### src/rtl/alu_result_buffer.sv
// First-word-fall-through result FIFO behind the ALU mux, with per-entry status
// flags captured at push time and a saturating count of consumed results.
module alu_result_buffer #(
    parameter int WIDTH = 8,
    parameter int DEPTH = 4
) (
    input  logic                     clk,
    input  logic                     rst,
    input  logic                     flush,
    input  logic                     in_valid,
    output logic                     in_ready,
    input  logic [3:0]               opcode,
    input  logic [WIDTH-1:0]         zout,
    output logic                     out_valid,
    input  logic                     out_ready,
    output logic [WIDTH-1:0]         out_data,
    output logic [3:0]               out_opcode,
    output logic                     out_zero,
    output logic                     out_neg,
    output logic                     out_parity,
    output logic                     out_cmp,
    output logic [$clog2(DEPTH):0]   level,
    output logic [15:0]              result_count
);

    localparam int PW = $clog2(DEPTH);
    localparam int LW = PW + 1;

    typedef struct packed {
        logic [WIDTH-1:0] data;
        logic [3:0]       opcode;
        logic             zero;
        logic             neg;
        logic             parity;
        logic             cmp;
    } entry_t;

    entry_t          mem_q [DEPTH];
    entry_t          wr_entry_d;
    entry_t          head;
    logic [PW-1:0]   wr_ptr_q, wr_ptr_d;
    logic [PW-1:0]   rd_ptr_q, rd_ptr_d;
    logic [LW-1:0]   level_q, level_d;
    logic [15:0]     count_q, count_d;
    logic            push;
    logic            pop;

    assign in_ready  = (level_q != LW'(DEPTH)) & ~flush;
    assign out_valid = (level_q != '0);
    assign push      = in_valid & in_ready;
    // A pop coinciding with flush is discarded, so it never reaches the counter.
    assign pop       = out_valid & out_ready & ~flush;

    always_comb begin
        // NOTE: every always_comb output gets a default first so no path can infer a latch.
        wr_entry_d        = '0;
        wr_entry_d.data   = zout;
        wr_entry_d.opcode = opcode;
        wr_entry_d.zero   = (zout == '0);
        wr_entry_d.neg    = zout[WIDTH-1];
        wr_entry_d.parity = ^zout;
        wr_entry_d.cmp    = (opcode inside {4'd12, 4'd13, 4'd14}) && (zout != '0);
    end

    always_comb begin
        wr_ptr_d = wr_ptr_q;
        rd_ptr_d = rd_ptr_q;
        level_d  = level_q;
        count_d  = count_q;
        if (flush) begin
            wr_ptr_d = '0;
            rd_ptr_d = '0;
            level_d  = '0;
        end else begin
            if (push) wr_ptr_d = wr_ptr_q + 1'b1;
            if (pop)  rd_ptr_d = rd_ptr_q + 1'b1;
            case ({push, pop})
                2'b10:   level_d = level_q + 1'b1;
                2'b01:   level_d = level_q - 1'b1;
                default: level_d = level_q;
            endcase
        end
        if (pop && (count_q != 16'hFFFF)) count_d = count_q + 16'd1;
    end

    // NOTE: sequential state uses non-blocking assignments so all flops update together.
    always_ff @(posedge clk or posedge rst) begin
        if (rst) begin
            wr_ptr_q <= '0;
            rd_ptr_q <= '0;
            level_q  <= '0;
            count_q  <= '0;
        end else begin
            wr_ptr_q <= wr_ptr_d;
            rd_ptr_q <= rd_ptr_d;
            level_q  <= level_d;
            count_q  <= count_d;
        end
    end

    // NOTE: the storage array is deliberately not reset; empty-state outputs are gated to zero instead.
    always_ff @(posedge clk) begin
        if (push) mem_q[wr_ptr_q] <= wr_entry_d;
    end

    assign head         = mem_q[rd_ptr_q];
    assign out_data     = out_valid ? head.data   : '0;
    assign out_opcode   = out_valid ? head.opcode : '0;
    assign out_zero     = out_valid & head.zero;
    assign out_neg      = out_valid & head.neg;
    assign out_parity   = out_valid & head.parity;
    assign out_cmp      = out_valid & head.cmp;
    assign level        = level_q;
    assign result_count = count_q;

endmodule

### config.mk
export PLATFORM = sky130hd
export DESIGN_NAME = alu_result_buffer
export DESIGN_NICKNAME = d
export VERILOG_FILES = /design/src/rtl/alu_result_buffer.sv
export SDC_FILE = /design/constraint.sdc
export NUM_CORES = 1
export LEC_CHECK = 0
export CORE_MARGIN = 5
export CORE_UTILIZATION = 47
export DETAILED_ROUTE_END_ITERATION = 16
export PLACE_DENSITY = 0.81
export SETUP_SLACK_MARGIN = 0.05
export SYNTH_ARGS = -nofsm -noshare
export SYNTH_HDL_FRONTEND = slang
export SYNTH_SLANG_ARGS = --single-unit
### constraint.sdc
create_clock -name clk -period 2.6 [get_ports clk]
set_input_delay 0.65 -clock clk [delete_from_list [all_inputs] [get_ports clk]]
set_output_delay 0.65 -clock clk [all_outputs]
set_load 0.05 [all_outputs]
==> impl_metrics.csv <==
group,metric,value,unit
outcome,outcome,"finished clean",
die,pin_count,54,
placement,place_area,4400,um^2
sta,slew_headroom,64.43,%
worst_hold_path,worstHoldPathType,"flop to flop",
synthesis,synth_top_area_cell,"edfxtp_1",
global_routing,grt_pass1_wl,11.12,mm
sta,rsz0062_at_grt,"false",
sta,skew,0.01189,ns
synthesis,yosys-top-cells-area,"edfxtp_1, dfrtp_1, mux4_2, ha_1, nor2b_1",
synthesis,ys_types,40,
clock_tree,cts_tree,"yes",
sta,period_needed,2.454,ns
worst_setup_path,arrival,1.80,ns
synthesis,synth_cells,232,
drt,wl,6.773,mm
synthesis,yosysSeqAreaShare,65.16,%
global_routing,grt_max_degree,24,
synthesis,avgSynthCellArea,15.73,um^2
die,rows,32,
clock_tree,clkLatencyLatePin,0.34,ns
synthesis,synthAdderAreaFrac,3.635,%
finish,drive_gt1_share,23.87,%
sta,min_period_over_period,94.40,%
finish,syn_to_final_growth,26.34,%
drt,firstDrtPassIters,4,
finish,final_util,60.27,%
global_routing,grt.total_usage,14.85,%
power_and_ir_drop,peakVddDrop,0.0005768,V
sta,slew_violations,0,
worst_setup_path,required,1.95,ns
finish,final_cell_mix,"edfxtp_1, clkdlybuf4s50_1, buf_4",
worst_setup_path,slowest_stage,"mux4_2",
drt,avgViaCountPerCell,5.228,
clock_tree,htree_num_levels,3,
synthesis,synth_flop_cell,"edfxtp_1",
placement,place_congestion,0.8808,
synthesis,muxShareOfSynthArea,10.15,%
placement,port_buffers,53,
synthesis,synth-simple-area-share,11.83,%
synthesis,netlist.area_leader.share,49.38,%
sta,worstMarginPinSlew,0.5295,ns
drt,wl_per_cell,16.44,um
clock_tree,clock_sinks,83,
finish,n_antenna_cell,0,
drt,ant_nets,0,
worst_setup_path,cp_top_family,"multiplexers",
power_and_ir_drop,leakagePower,1.791,nW
finish,final_common_cell,"edfxtp_1",
global_routing,grt_pass1_vias,2176,
die,start_util,47.71,%
synthesis,synth-xor-area-share,4.561,%
run,cap_violations,0,
worst_setup_path,worstPathCellList,"buf_4 -> mux4_2 -> nor2b_1 -> buf_4",
worst_setup_path,crit_path_end_kind,"output port",
die,core_region_area,7647,um^2
drt,vias,2154,
synthesis,yosysWarnings,0,
synthesis,synth_edf_count,60,
placement,pre_cts_ws,0.1021,ns
sta,tns,0,ns
synthesis,synth-compound-area-share,2.332,%
placement,hpwl,4.804,mm
worst_setup_path,path_buf_inv,2,
die,fp.dieW,98.11,um
die,dieArea,9625,um^2
drt,route.detailed.drc,0,
sta,final.setup.worst_slack,0.1457,ns
worst_setup_path,crit_path_start_kind,"flop",
synthesis,synth_top_family_by_area,"simple AND/OR/NAND/NOR gates",
power_and_ir_drop,powerDensity,883.6,nW/um^2
finish,finish.instance_area,4609,um^2
drt,drtIter0Drc,131,
global_routing,grt-ovfl-total,0,
clock_tree,cts.clk_slew.worst_paths,0.09,ns
synthesis,synth_area,3648,um^2
synthesis,synth_seq_cells,83,
clock_tree,cts.path.max_buffers,2,
worst_setup_path,slowest_delay,0.51,ns
finish,final_nets,332,
sta,hold_viol,0,
worst_setup_path,cp_common_cell,"buf_4",
synthesis,async_flop_share,27.71,%
sta,setup_viol_count_final,0,
sta,clock.fmax,407.4,MHz
clock_tree,ctsHoldBuffers,0,
clock_tree,cts_inserted_buffers,9,
die,die_y,98.11,um
clock_tree,clockRootBuffer,"clkbuf_8",
worst_setup_path,path_max_fanout,7,
global_routing,antenna_found_initial,0,
worst_setup_path,worstSetupPathType,"flop to output port",
synthesis,synth_fp_nets,259,
[what timing repair did]
action	4_1_cts	5_1_grt
gates resized for setup	1	1
setup buffers	0	0
hold endpoints to repair	0	0
endpoints found under the setup margin	1	4
[state kept, by name, indices dropped and copies added, names as in the netlist]
signal,flops
rd_ptr_q,2
level,3
mem_q,60
wr_ptr_q,2
result_count,16
[layout make-up]
type	count	area [um^2]
clock buffer	9	123.9
clock inverter	7	82.58
fill	568	3038
inverter	13	48.80
multi-input combinational	128	1194
sequential	83	2377
tap	102	127.6
timing repair buffer	70	655.6
[metal layers]
metal | routed length [um] | global-route usage [%] | part of all wire, %
met5 | 0 | 0 | 0
met4 | 102 | 5.112 | 1.5
met3 | 176 | 3.643 | 2.6
met2 | 3638 | 25.08 | 54
met1 | 2856 | 18.77 | 42
[cell families after synthesis]
logic type      Yosys count
flops                    83
mux                      18
simple gates             69
xor+xnor                 19
fa+ha+maj                10
compound gates           12
buf+inv                  21
[final timing paths]
| kind | slack [ns] | startpoint | to | cells after the start |
|---|---|---|---|---|
| max in group asynchronous | 1.72 | rst | wr_ptr_q[0] | 3 |
| min in group asynchronous | 0.64 | rst | result_count[14] | 3 |
| worst max register to register | 0.55 | level[0] | level[2] | 6 |
| worst min register to register | 0.52 | result_count[11] | result_count[11] | 1 |
| worst max-delay path | 0.15 | rd_ptr_q[0] | out_data[0] | 4 |
| worst min-delay path | 0.52 | result_count[11] | result_count[11] | 1 |
[synth_stat cells, types with 3 or more instances]
cell and instances:
edfxtp_1 60, ha_1 9, dfrtp_1 23, xnor2_1 7, nor2b_1 17, nand4_1 4, nor3b_1 3, nor4_1 4
mux4_2 15, clkbuf_1 5, nor2_1 8, nor3_1 8, and2_1 4, nand2_1 6, inv_1 13, xor2_1 12
nand3_1 5
[metrics by stage]
step | hold WS, ns | total power [mW] | std cells
after floorplan | 0.5785 | 2.673 | 232
after global placement | 0.4903 | 3.155 | 396
after detailed placement | 0.5051 | 3.173 | 396
after CTS | 0.5208 | 4.108 | 412
after global routing | 0.5495 | 4.262 | 412
final | 0.5234 | 4.073 | 412
[power by group]
group          switching (mW)  leakage [nW]  internal [mW]
combinational           0.944         0.829          0.552
clock                   0.487         0.106          0.463
sequential             0.0913         0.857           1.54
Power figures use the tool's default switching activity.
